<file path="config.mk">
export PLATFORM = sky130hd
export DESIGN_NAME = serial_adder_ctrl
export DESIGN_NICKNAME = d
export VERILOG_FILES = /design/src/rtl/serial_adder_ctrl.sv
export SDC_FILE = /design/constraint.sdc
export NUM_CORES = 1
export LEC_CHECK = 0
export BUFFER_PORTS_ARGS = -buffer_cell sky130_fd_sc_hd__buf_2
export CAP_MARGIN = 20
export CORE_MARGIN = 1
export CORE_UTILIZATION = 40
export DETAILED_ROUTE_END_ITERATION = 10
export GPL_TIMING_DRIVEN = 0
export PLACE_DENSITY = 0.65
export SLEW_MARGIN = 20
export SYNTH_ARGS = -nofsm -noshare
export SYNTH_HDL_FRONTEND = slang
export SYNTH_SLANG_ARGS = --single-unit
</file>
<file path="constraint.sdc">
create_clock -name clk -period 1.9 [get_ports clk]
set_clock_uncertainty 0.2 [all_clocks]
set_input_delay 0 -clock clk [delete_from_list [all_inputs] [get_ports clk]]
set_output_delay 0 -clock clk [all_outputs]
set_load 0.1 [all_outputs]
</file>
<file path="src/rtl/serial_adder_ctrl.sv">
// Bit-serial adder: one full-adder cell time-shared LSB first over WIDTH cycles.
// Start is accepted only in IDLE; Sum/Carry_out update on the edge that finishes bit WIDTH-1.
module serial_adder_ctrl #(
    parameter int unsigned WIDTH = 8
) (
    input  logic             clk,
    input  logic             rst_n,
    input  logic             start,
    input  logic [WIDTH-1:0] a,
    input  logic [WIDTH-1:0] b,
    input  logic             carry_in,
    output logic             busy,
    output logic             done,
    output logic [WIDTH-1:0] sum,
    output logic             carry_out
);

    localparam int unsigned CNT_W = (WIDTH > 1) ? $clog2(WIDTH) : 1;

    typedef enum logic [1:0] {
        IDLE = 2'd0,
        RUN  = 2'd1,
        DONE = 2'd2
    } state_t;

    state_t           state;
    state_t           state_next;
    logic [WIDTH-1:0] opa;
    logic [WIDTH-1:0] opb;
    logic [WIDTH-1:1] res;
    logic             carry;
    logic [CNT_W-1:0] cnt;
    logic             fa_sum;
    logic             fa_carry;
    logic             last_bit;
    logic [WIDTH-1:0] res_next;
    logic             busy_next;
    logic             done_next;

    // The single full-adder cell
    assign fa_sum   = opa[0] ^ opb[0] ^ carry;
    assign fa_carry = (opa[0] & opb[0]) | (carry & (opa[0] ^ opb[0]));
    assign last_bit = (cnt == CNT_W'(WIDTH - 1));
    // Result shifts in at the MSB; the bit that falls off the bottom is never needed
    assign res_next = {fa_sum, res};

    always_ff @(posedge clk or negedge rst_n) begin
        if (!rst_n) begin
            state <= IDLE;
        end else begin
            state <= state_next;
        end
    end

    always_comb begin
        state_next = state;
        case (state)
            IDLE:    if (start) state_next = RUN;
            RUN:     if (last_bit) state_next = DONE;
            DONE:    state_next = IDLE;
            default: state_next = IDLE;
        endcase
    end

    // Status flags are decoded from the next state so they can be registered
    always_comb begin
        busy_next = 1'b0;
        done_next = 1'b0;
        if (state_next != IDLE) busy_next = 1'b1;
        if (state_next == DONE) done_next = 1'b1;
    end

    always_ff @(posedge clk or negedge rst_n) begin
        if (!rst_n) begin
            busy <= 1'b0;
            done <= 1'b0;
        end else begin
            busy <= busy_next;
            done <= done_next;
        end
    end

    always_ff @(posedge clk or negedge rst_n) begin
        if (!rst_n) begin
            opa       <= '0;
            opb       <= '0;
            res       <= '0;
            carry     <= 1'b0;
            cnt       <= '0;
            sum       <= '0;
            carry_out <= 1'b0;
        end else if (state == IDLE) begin
            if (start) begin
                opa   <= a;
                opb   <= b;
                carry <= carry_in;
                cnt   <= '0;
            end
        end else if (state == RUN) begin
            opa   <= {1'b0, opa[WIDTH-1:1]};
            opb   <= {1'b0, opb[WIDTH-1:1]};
            carry <= fa_carry;
            res   <= res_next[WIDTH-1:1];
            if (last_bit) begin
                sum       <= res_next;
                carry_out <= fa_carry;
            end else begin
                cnt <= cnt + CNT_W'(1);
            end
        end
    end

endmodule

</file>
### After elaboration in Yosys (flattened, before gate mapping)

Index checks and enable logic that the tools add are counted.

* ROM bits: 0
* latch bits: 0
* output and inout bits: 11
* RAM bits: 0
* memories: 0
* bits of input ports: 20
* register bits after elaboration: 40

* $mul: 0
* reductions and logical operators: 7
* eq/ne operators: 5
* mux-type cells: 18
* add/sub/neg operators: 1
* bitwise operators: 6
* order comparisons: 0
* divide/modulo/power cells: 0
* shift operators: 0

Operators with widths (count)
* $mux W8: 6
* $mux W3: 4
* $reduce_and A3 Y1: 2
* $mux W1: 5
* $mux W2: 2
* $pmux W2 S2: 1
* $reduce_and A2 Y1: 2
* $reduce_bool A2 Y1: 2
* $add A3 B1 Y3 const B: 1
* $eq A3 B3 Y1 const B: 1
* $and A1 B1 Y1: 2
* $eq A2 B1 Y1 const B: 1
* $eq A2 B2 Y1 const B: 1
* $logic_not A2 Y1: 1
* $ne A2 B1 Y1 const B: 1
* $ne A2 B2 Y1 const B: 1
* $xor A1 B1 Y1: 2
* $not A1 Y1: 1
* $or A1 B1 Y1: 1

### Depth between registers and ports, before layout

Gate-level depths: netlist (run 1).

* depth in word-level cells: 5
* depth in mapped cells: 5
* mapped depth without buffers: 4

### Least setup slack after synthesis (run 1)

No wires, ideal clock.

* kind: register -> register
* start: register cnt[0]
* end: register carry_out
* path slack: 0.207 ns
* setup time: 0.126 ns
* arrival: 1.367 ns
* data required time: 1.574 ns
* stages on the path, launching flop included: 6
* period minus slack after synthesis: 1.693 ns
* cells stage by stage: dfrtp_1 ha_1 ha_1 nand3b_2 buf_6 mux2_2

* longest elaborated chain between the ends: 2

Ends and longest elaborated chain
* start: declaration: line 32 `logic [CNT_W-1:0] cnt;`
* start signal: assignment: line 108 `cnt <= cnt + CNT_W'(1);`
* $eq A3 B3 Y1: line 43 `assign last_bit = (cnt == CNT_W'(WIDTH - 1));`
* $reduce_and A3 Y1 (no line)
* end signal: assignment: line 106 `carry_out <= fa_carry;`
* end: declaration: line 15 `output logic carry_out`

Every way passes these cells.
A chain may end at the register's enable or synchronous reset.

### Final worst setup path (run 1)

* start: register cnt[0]
* end: register sum[7]

* longest elaborated chain between the ends: 2

Ends and longest elaborated chain
* $eq A3 B3 Y1: line 43
* $reduce_and A3 Y1 (no line)
* end signal: assignment: line 105 `sum <= res_next;`
* end: declaration: line 14 `output logic [WIDTH-1:0] sum,`

Every way passes these cells.

==> metrics.md, run 1 <==
| Metric | Value |
|---|---|
| Gr usage total | 0.155 |
| H-tree depth | 2 |
| Sequential Area | ~0.0010 mm2 |
| Layout overhead on the synthesized area | 29.4% |
| Antenna violations before repair | 0 |
| Crit Reg-Reg Endpoint | sum[7]$_DFFE_PN0P_ |
| Total of flip-flops plus latches after synthesis | 40 |
| Detailed-route wire length per cell | ~15 um |
| Number of clock sinks | 40 |
| Maximum buffer depth of the clock tree | 2 |
| Switching power total | between 1.5 and 2 mW |
| Largest area contributor in the synthesized netlist | dfrtp_1 |
| Power per standard cell area | ~1800 mW/mm2 |
| Cell family contributing the most delay on the critical path | adder cells |
| Cell with the biggest individual delay on the critical path | dfrtp_1 |
| Detail-routed via count per cell | around 5.3 |
| Net count, final | 207 |
| Maximum clock frequency | about 0.57 GHz |
| Number of hold-slack violations in the final timing report | 0 |
| CP Depth | 5 |
| Overall routed net length | ~3600 um |
| Total CTS buffers | 5 |
| Number of placement rows | 24 |
| Post-DP HPWL | 2390 um |
| Root buffer cell | clkbuf_8 |
| Mapped Nets | around 150 |
| Max Cap Viol | 0 |
| Cell internal power dissipation | 2.40 mW |
| TritonRoute pass-1 iters | 4 |
| Fill cells | 375 |
| Clock network fraction of design power | 0.175 |
| Worst path max stage delay | around 410 ps |
| Final instance area | around 0.0023 mm2 |
| Path type of the worst setup path | register to register |
| Count of mapped cells out of synthesis | 128 |
| Post-layout min period | between 1500 and 2000 ps |
| Maximum ir drop on the vdd rail | between 0.0006 and 0.0007 V |
| Critical Path AT | roughly 1700 ps |
| WP buf/inv | 1 |
| Synth Warn # | 0 |
| Number of global-route vias before repair | around 1,300 |
| Top post-synthesis cells by area | dfrtp_1 (56%), mux2_2 (10%), o221a_2 (9.4%) |
| Area enclosed by the die boundary | about 0.0048 mm2 |
| Count of cells along the worst register-to-register path | 5 |
| Share of the yosys chip area belonging to registers | 0.556 |
| Instance area at placement | 0.00201 mm2 |
| Leak | approximately 1.1 nW |
| Overall power consumption | about 4.2 mW |
| Distinct cells, synth | 24 |
| Via count | approximately 1,300 |
| Combinational share of power | 0.474 |
| Worst reg2reg startpoint | cnt[0]$_DFFE_PN0P_ |
| Total Negative Setup Slacks | 0 ps |
| First-pass GRT wire length | ~6000 um |
| Drt initial violations | 74 |
| Area occupied by multi-input gates | slightly above 700 um2 |
| Final critical-path share of the clock period | 0.917 |
| Sequential group share of total power | 0.352 |
| Post-synthesis average cell area | around 14 um2 |
| Die span in x | a little under 70 um |
| # DRC | 0 |
| Final worst hold slack | 161 ps |
| Critical path endpoint | sum[7]$_DFFE_PN0P_ |
| Routed Antenna Nets | 0 |
| Kind of start point of the critical path | register |
| Final GP Congestion | 0.748 |
| Most common cell after layout, fill and taps aside | dfrtp_1 |
| Result of the run | finished, final reports clean |
| Transition time at the pin with the least slew margin | between 800 and 900 ps |
| Data required, critical path | 1880 ps |
| Highest fanout seen on the critical path | 10 |
| Kind of path behind the tightest hold check | primary input to async pin |
| Number of primary I/O pins | 31 |
| Commonest non-fill, non-tap cells in the layout | dfrtp_1 (40), buf_2 (34), dlygate4sd3_1 (19), mux2_2 (16) |
| Cells traversed along the worst timing path | ha_1 -> ha_2 -> nand3b_2 -> buf_6 -> mux2_2 |
| Core occupancy in the finished layout | 0.538 |
| Antenna fix cells | 0 |
| IO buf count | 30 |
| RSZ-0062 raised after global routing | false |
| Crit. End Element | register |
| Layout cell share with drive strength beyond 1 | 0.459 |
| Clock latency of the later-clocked register in the worst-skew pair | slightly below 300 ps |
| GR Overflow Total | 0 |
| Fraction of post-synthesis cell area in the top cell type by area | 0.556 |
| Syn Std Cell Area | 0.00180 mm2 |
| Fraction of power spent switching nets | 0.426 |
| Starting density of the core | 0.416 |
| First element of the critical path | cnt[0]$_DFFE_PN0P_ |
| Rel. slew slack | 0.412 |
| CTS tree | yes |
| Slack of the worst reg-to-reg path | between 150 and 200 ps |
| Clock slew seen by the registers of the worst setup and hold paths | 80 ps |
| Core outline area | around 0.0043 mm2 |
| Final setup vio count | 0 |
| Final Max Tran Viols | 0 |
| Maximum number of pins on one net before global-route repair | 41 |
| Height of the die | about 70 um |
-- cells by family after synthesis --
family / after synthesis / share of synthesized area
buffers and inverters: 17 / 0.0515
DFF: 40 / 0.556
AOI/OAI and AO/OA: 22 / 0.127
and+or+nand+nor: 30 / 0.140
adders and majority gates: 3 / 0.0250
muxes: 16 / 0.100
-- per-layer routing --
layer / share of wire / track usage
met2: 0.47 / 0.251
met5: 0 / 0
met4: 0.0059 / 0.0544
met1: 0.49 / 0.203
met3: 0.038 / 0.0380
-- cells in the mapped netlist (all sizes together) --
| library cell | number |
|---|---|
| o21ba | 1 |
| nand3 | 3 |
| dfrtp | 40 |
| o221ai | 3 |
| inv | 5 |
| a21oi | 1 |
| nor4bb | 2 |
| mux2 | 16 |
| buf | 7 |
| nand3b | 1 |
| ha | 2 |
| nor3b | 2 |
| or2 | 1 |
| a211o | 2 |
| fa | 1 |
| o221a | 15 |
| clkbuf | 5 |
| nand2 | 2 |
| nand2b | 4 |
| or4b | 15 |
-- cell type report --
cell class | count | share of cell area
flip-flops and latches | 40 | 0.430
multi-input cells | 71 | 0.304
repair buffers | 49 | 0.146
clock buffers | 6 | 0.0355
plain buffers | 12 | 0.0317
well taps | 52 | 0.0279
clock inverters | 2 | 0.0167
inverters | 5 | 0.00806
-- metrics by stage --
stage	cells	worst slack [ps]
after CTS	237	64.9
after global placement	210	130
final	237	157
after detailed placement	210	68.8
after floorplan	128	207
after global routing	237	64.2
-- how the worst min path moves through the flow --
| stage | from | to | slack [ps] | cells after the start |
|---|---|---|---|---|
| floorplan | rst_n | busy$_DFF_PN0_ | -500 | 0 |
| global placement | rst_n | sum[2]$_DFFE_PN0P_ | -50 | 1 |
| detailed placement | rst_n | sum[3]$_DFFE_PN0P_ | -30 | 1 |
| CTS | rst_n | sum[3]$_DFFE_PN0P_ | 190 | 2 |
| global route | rst_n | sum[5]$_DFFE_PN0P_ | 240 | 2 |
| finish | rst_n | sum[3]$_DFFE_PN0P_ | 160 | 2 |
-- registers in the layout, indices dropped and copies added (netlist names) --
signal and count:
done 1, carry_out 1, opa 8, cnt 3, busy 1, res 7
sum 8, state 2, carry 1, opb 8
-- worst reg2reg max path: stages (launching register included) --
cell,delay (ps)
dfrtp_1,410
ha_1,210
ha_2,210
nand3b_2,110
buf_6,160
mux2_2,340
-- power by group through the flow --
stage	Clock, mW	Sequential, mW	Combinational (mW)
final	0.732	1.47	1.98
after global routing	0.783	1.52	2.11
after CTS	0.742	1.47	2.00
after detailed placement	0	1.49	1.97
after global placement	0	1.47	1.92
after floorplan	0	2.18	0.904
-- repair_timing --
action	in CTS	in global routing
hold buffers	19	0
setup endpoints to repair	0	8
resized for setup	0	1
endpoints found under the hold margin	58	0
buffers inserted	0	0
Power figures use the tool's default switching activity.
==> inputs of run 2 (changes only) <==
--- a/config.mk
+++ b/config.mk
@@ -7,10 +7,12 @@
 export LEC_CHECK = 0
 export BUFFER_PORTS_ARGS = -buffer_cell sky130_fd_sc_hd__buf_2
 export CAP_MARGIN = 20
+export CORE_ASPECT_RATIO = 1.4
 export CORE_MARGIN = 1
 export CORE_UTILIZATION = 40
 export DETAILED_ROUTE_END_ITERATION = 10
 export GPL_TIMING_DRIVEN = 0
+export MAX_ROUTING_LAYER = met4
 export PLACE_DENSITY = 0.65
 export SLEW_MARGIN = 20
 export SYNTH_ARGS = -nofsm -noshare
==> run 2 against run 1 <==
  * First-iteration DRC count down 61%
  * Clock-buffer cell count unchanged
  * Sequential share of layout area is 0.63 points higher
  * Sequential power barely moved
  * Critical endpoint is now sum[6]$_DFFE_PN0P_
==> metrics.md, run 2 (synthesized netlist as in run 1, its figures left out) <==
| Metric | Value |
|---|---|
| Instance area at placement | 0.00202 mm2 (+0.50%) |
| Total CTS buffers | 5 (unchanged) |
| CP Depth | 5 (unchanged) |
| TritonRoute pass-1 iters | 4 (unchanged) |
| Critical Path AT | 1730 ps (about the same) |
| Worst reg2reg startpoint | cnt[0]$_DFFE_PN0P_ |
| CTS tree | yes |
| Routed Antenna Nets | 0 (unchanged) |
| First-pass GRT wire length | 6200 um (+5.4%) |
| Path type of the worst setup path | register to register |
| Number of clock sinks | 40 (unchanged) |
| Area enclosed by the die boundary | 0.00477 mm2 (about the same) |
| Net count, final | 207 (unchanged) |
| Starting density of the core | 0.421 (+0.00487) |
| Number of placement rows | 28 (+17%) |
| Power per standard cell area | 1730 mW/mm2 (-3.8%) |
| Via count | 1,255 (+0.32%) |
| Sequential group share of total power | 0.372 (+0.020) |
| Maximum clock frequency | 0.569 GHz (-0.79%) |
| Switching power total | 1.75 mW (-2.2%) |
| Layout overhead on the synthesized area | 27.5% |
| Clock slew seen by the registers of the worst setup and hold paths | 70 ps (about the same) |
| Maximum number of pins on one net before global-route repair | 41 (unchanged) |
| Slack of the worst reg-to-reg path | 140 ps (about the same) |
| Detailed-route wire length per cell | 14.4 um (-4.7%) |
| Cell family contributing the most delay on the critical path | adder cells |
| IO buf count | 30 (unchanged) |
| Largest registers | opa x8, opb x8, sum x8 |
| Leak | 1.03 nW (-1.9%) |
| Kind of start point of the critical path | register |
| Post-layout min period | 1760 ps (+14.0 ps) |
| Final instance area | 0.00229 mm2 (-1.5%) |
| Core outline area | 0.00427 mm2 (-1.2%) |
| Clock latency of the later-clocked register in the worst-skew pair | 290 ps (about the same) |
| Antenna violations before repair | 0 (unchanged) |
| Final critical-path share of the clock period | 0.925 (+0.00735) |
| GR Overflow Total | 0 (unchanged) |
| Fraction of power spent switching nets | 0.440 (+0.0136) |
| Number of primary I/O pins | 31 (unchanged) |
| Cells traversed along the worst timing path | ha_1 -> ha_2 -> nand3b_2 -> buf_6 -> mux2_2 |
| # DRC | 0 (unchanged) |
| Drt initial violations | 29 (-61%) |
| Root buffer cell | clkbuf_8 |
| Maximum buffer depth of the clock tree | 2 (unchanged) |
| Commonest non-fill, non-tap cells in the layout | dfrtp_1 (40), buf_2 (34), dlygate4sd3_1 (19), mux2_2 (16) |
| Total Negative Setup Slacks | 0 ps (unchanged) |
| Crit. End Element | register |
| Number of hold-slack violations in the final timing report | 0 (unchanged) |
| Clock network fraction of design power | 0.132 (-0.043) |
| Layout cell share with drive strength beyond 1 | 0.451 (-0.00837) |
| Final setup vio count | 0 (unchanged) |
| Number of global-route vias before repair | 1,389 (+7.7%) |
| Combinational share of power | 0.497 (+0.023) |
| First element of the critical path | cnt[0]$_DFFE_PN0P_ |
| Final Max Tran Viols | 0 (unchanged) |
| Count of cells along the worst register-to-register path | 5 (unchanged) |
| Post-DP HPWL | 2350 um (-1.3%) |
| Final GP Congestion | 0.751 (+0.36%) |
| Data required, critical path | 1870 ps (about the same) |
| Height of the die | 81.4 um (+18%) |
| Rel. slew slack | 0.408 (-0.00484) |
| Transition time at the pin with the least slew margin | 889 ps (+7.26 ps) |
| Cell internal power dissipation | 2.22 mW (-7.5%) |
| H-tree depth | 2 (unchanged) |
| Most common cell after layout, fill and taps aside | dfrtp_1 |
| Max Cap Viol | 0 (unchanged) |
| Overall routed net length | 3510 um (-1.9%) |
| Detail-routed via count per cell | 5.14 (-2.6%) |
| Antenna fix cells | 0 (unchanged) |
| Die span in x | 58.7 um (-15%) |
| Kind of path behind the tightest hold check | primary input to async pin |
| Highest fanout seen on the critical path | 10 (unchanged) |
| Maximum ir drop on the vdd rail | 0.000649 V (-3.4%) |
| Final worst hold slack | 183 ps (+22.1 ps) |
| Worst path max stage delay | 410 ps (about the same) |
| Gr usage total | 0.179 (+0.0241) |
| Cell with the biggest individual delay on the critical path | dfrtp_1 |
| RSZ-0062 raised after global routing | false |
| Result of the run | finished, final reports clean |
| WP buf/inv | 1 (unchanged) |
## run 2: cell count changes in the layout (fill, tap and decap cells not counted), sizes merged
cell    before  now
bufinv       1    0
## run 2: layer usage
layer	vias up	GRT usage	share of wire	wire [um]
li1	606	-	-	-
met1	611	0.199	0.43	1500
met2	32	0.311	0.52	1830
met3	6	0.0430	0.035	124
met4	0	0.0643	0.014	50
met5	-	-	0	0
## run 2: path summary, 6_finish.rpt
| check | to |
|---|---|
| worst max register to register | sum[6]$_DFFE_PN0P_ |
| worst max-delay path | sum[6]$_DFFE_PN0P_ |
| max in group asynchronous | cnt[2]$_DFFE_PN0P_ |
| worst min register to register | sum[2]$_DFFE_PN0P_ |
| min in group clk | sum[2]$_DFFE_PN0P_ |
| worst min-delay path | done$_DFF_PN0_ |
## run 2: power groups by stage
stage | logic [mW] | clock network (mW) | registers, mW
finish | 1.97 | 0.522 | 1.48
global route | 2.11 | 0.580 | 1.53
CTS | 1.99 | 0.552 | 1.48
detailed placement | 1.96 | 0 | 1.49
global placement | 1.92 | 0 | 1.47
floorplan | 0.904 | 0 | 2.18
## run 2: repair_timing
action / CTS / global route
hold endpoints to repair: 58 / 0
hold buffers: 19 / 0
resized for setup: 0 / 1
endpoints found under the setup margin: 0 / 8
buffers inserted: 0 / 0
## run 2: per-stage QoR
stage               instances  power [mW]  setup slack [ps]  utilization
floorplan                 128        3.08               207            -
finish                    244        3.97               143        0.537
detailed placement        218        3.45              84.8        0.474
global placement          218        3.39               118        0.474
global route              244        4.22              46.5        0.537
CTS                       244        4.02              71.2        0.536
## run 2: layout make-up
type,count,area (um2)
buffer,12,73.8
clock buffer,6,72.6
clock inverter,1,5.00
fill,393,1980
inverter,5,18.8
multi-input combinational,71,708
sequential,40,1000
tap,60,75.1
timing repair buffer,49,340
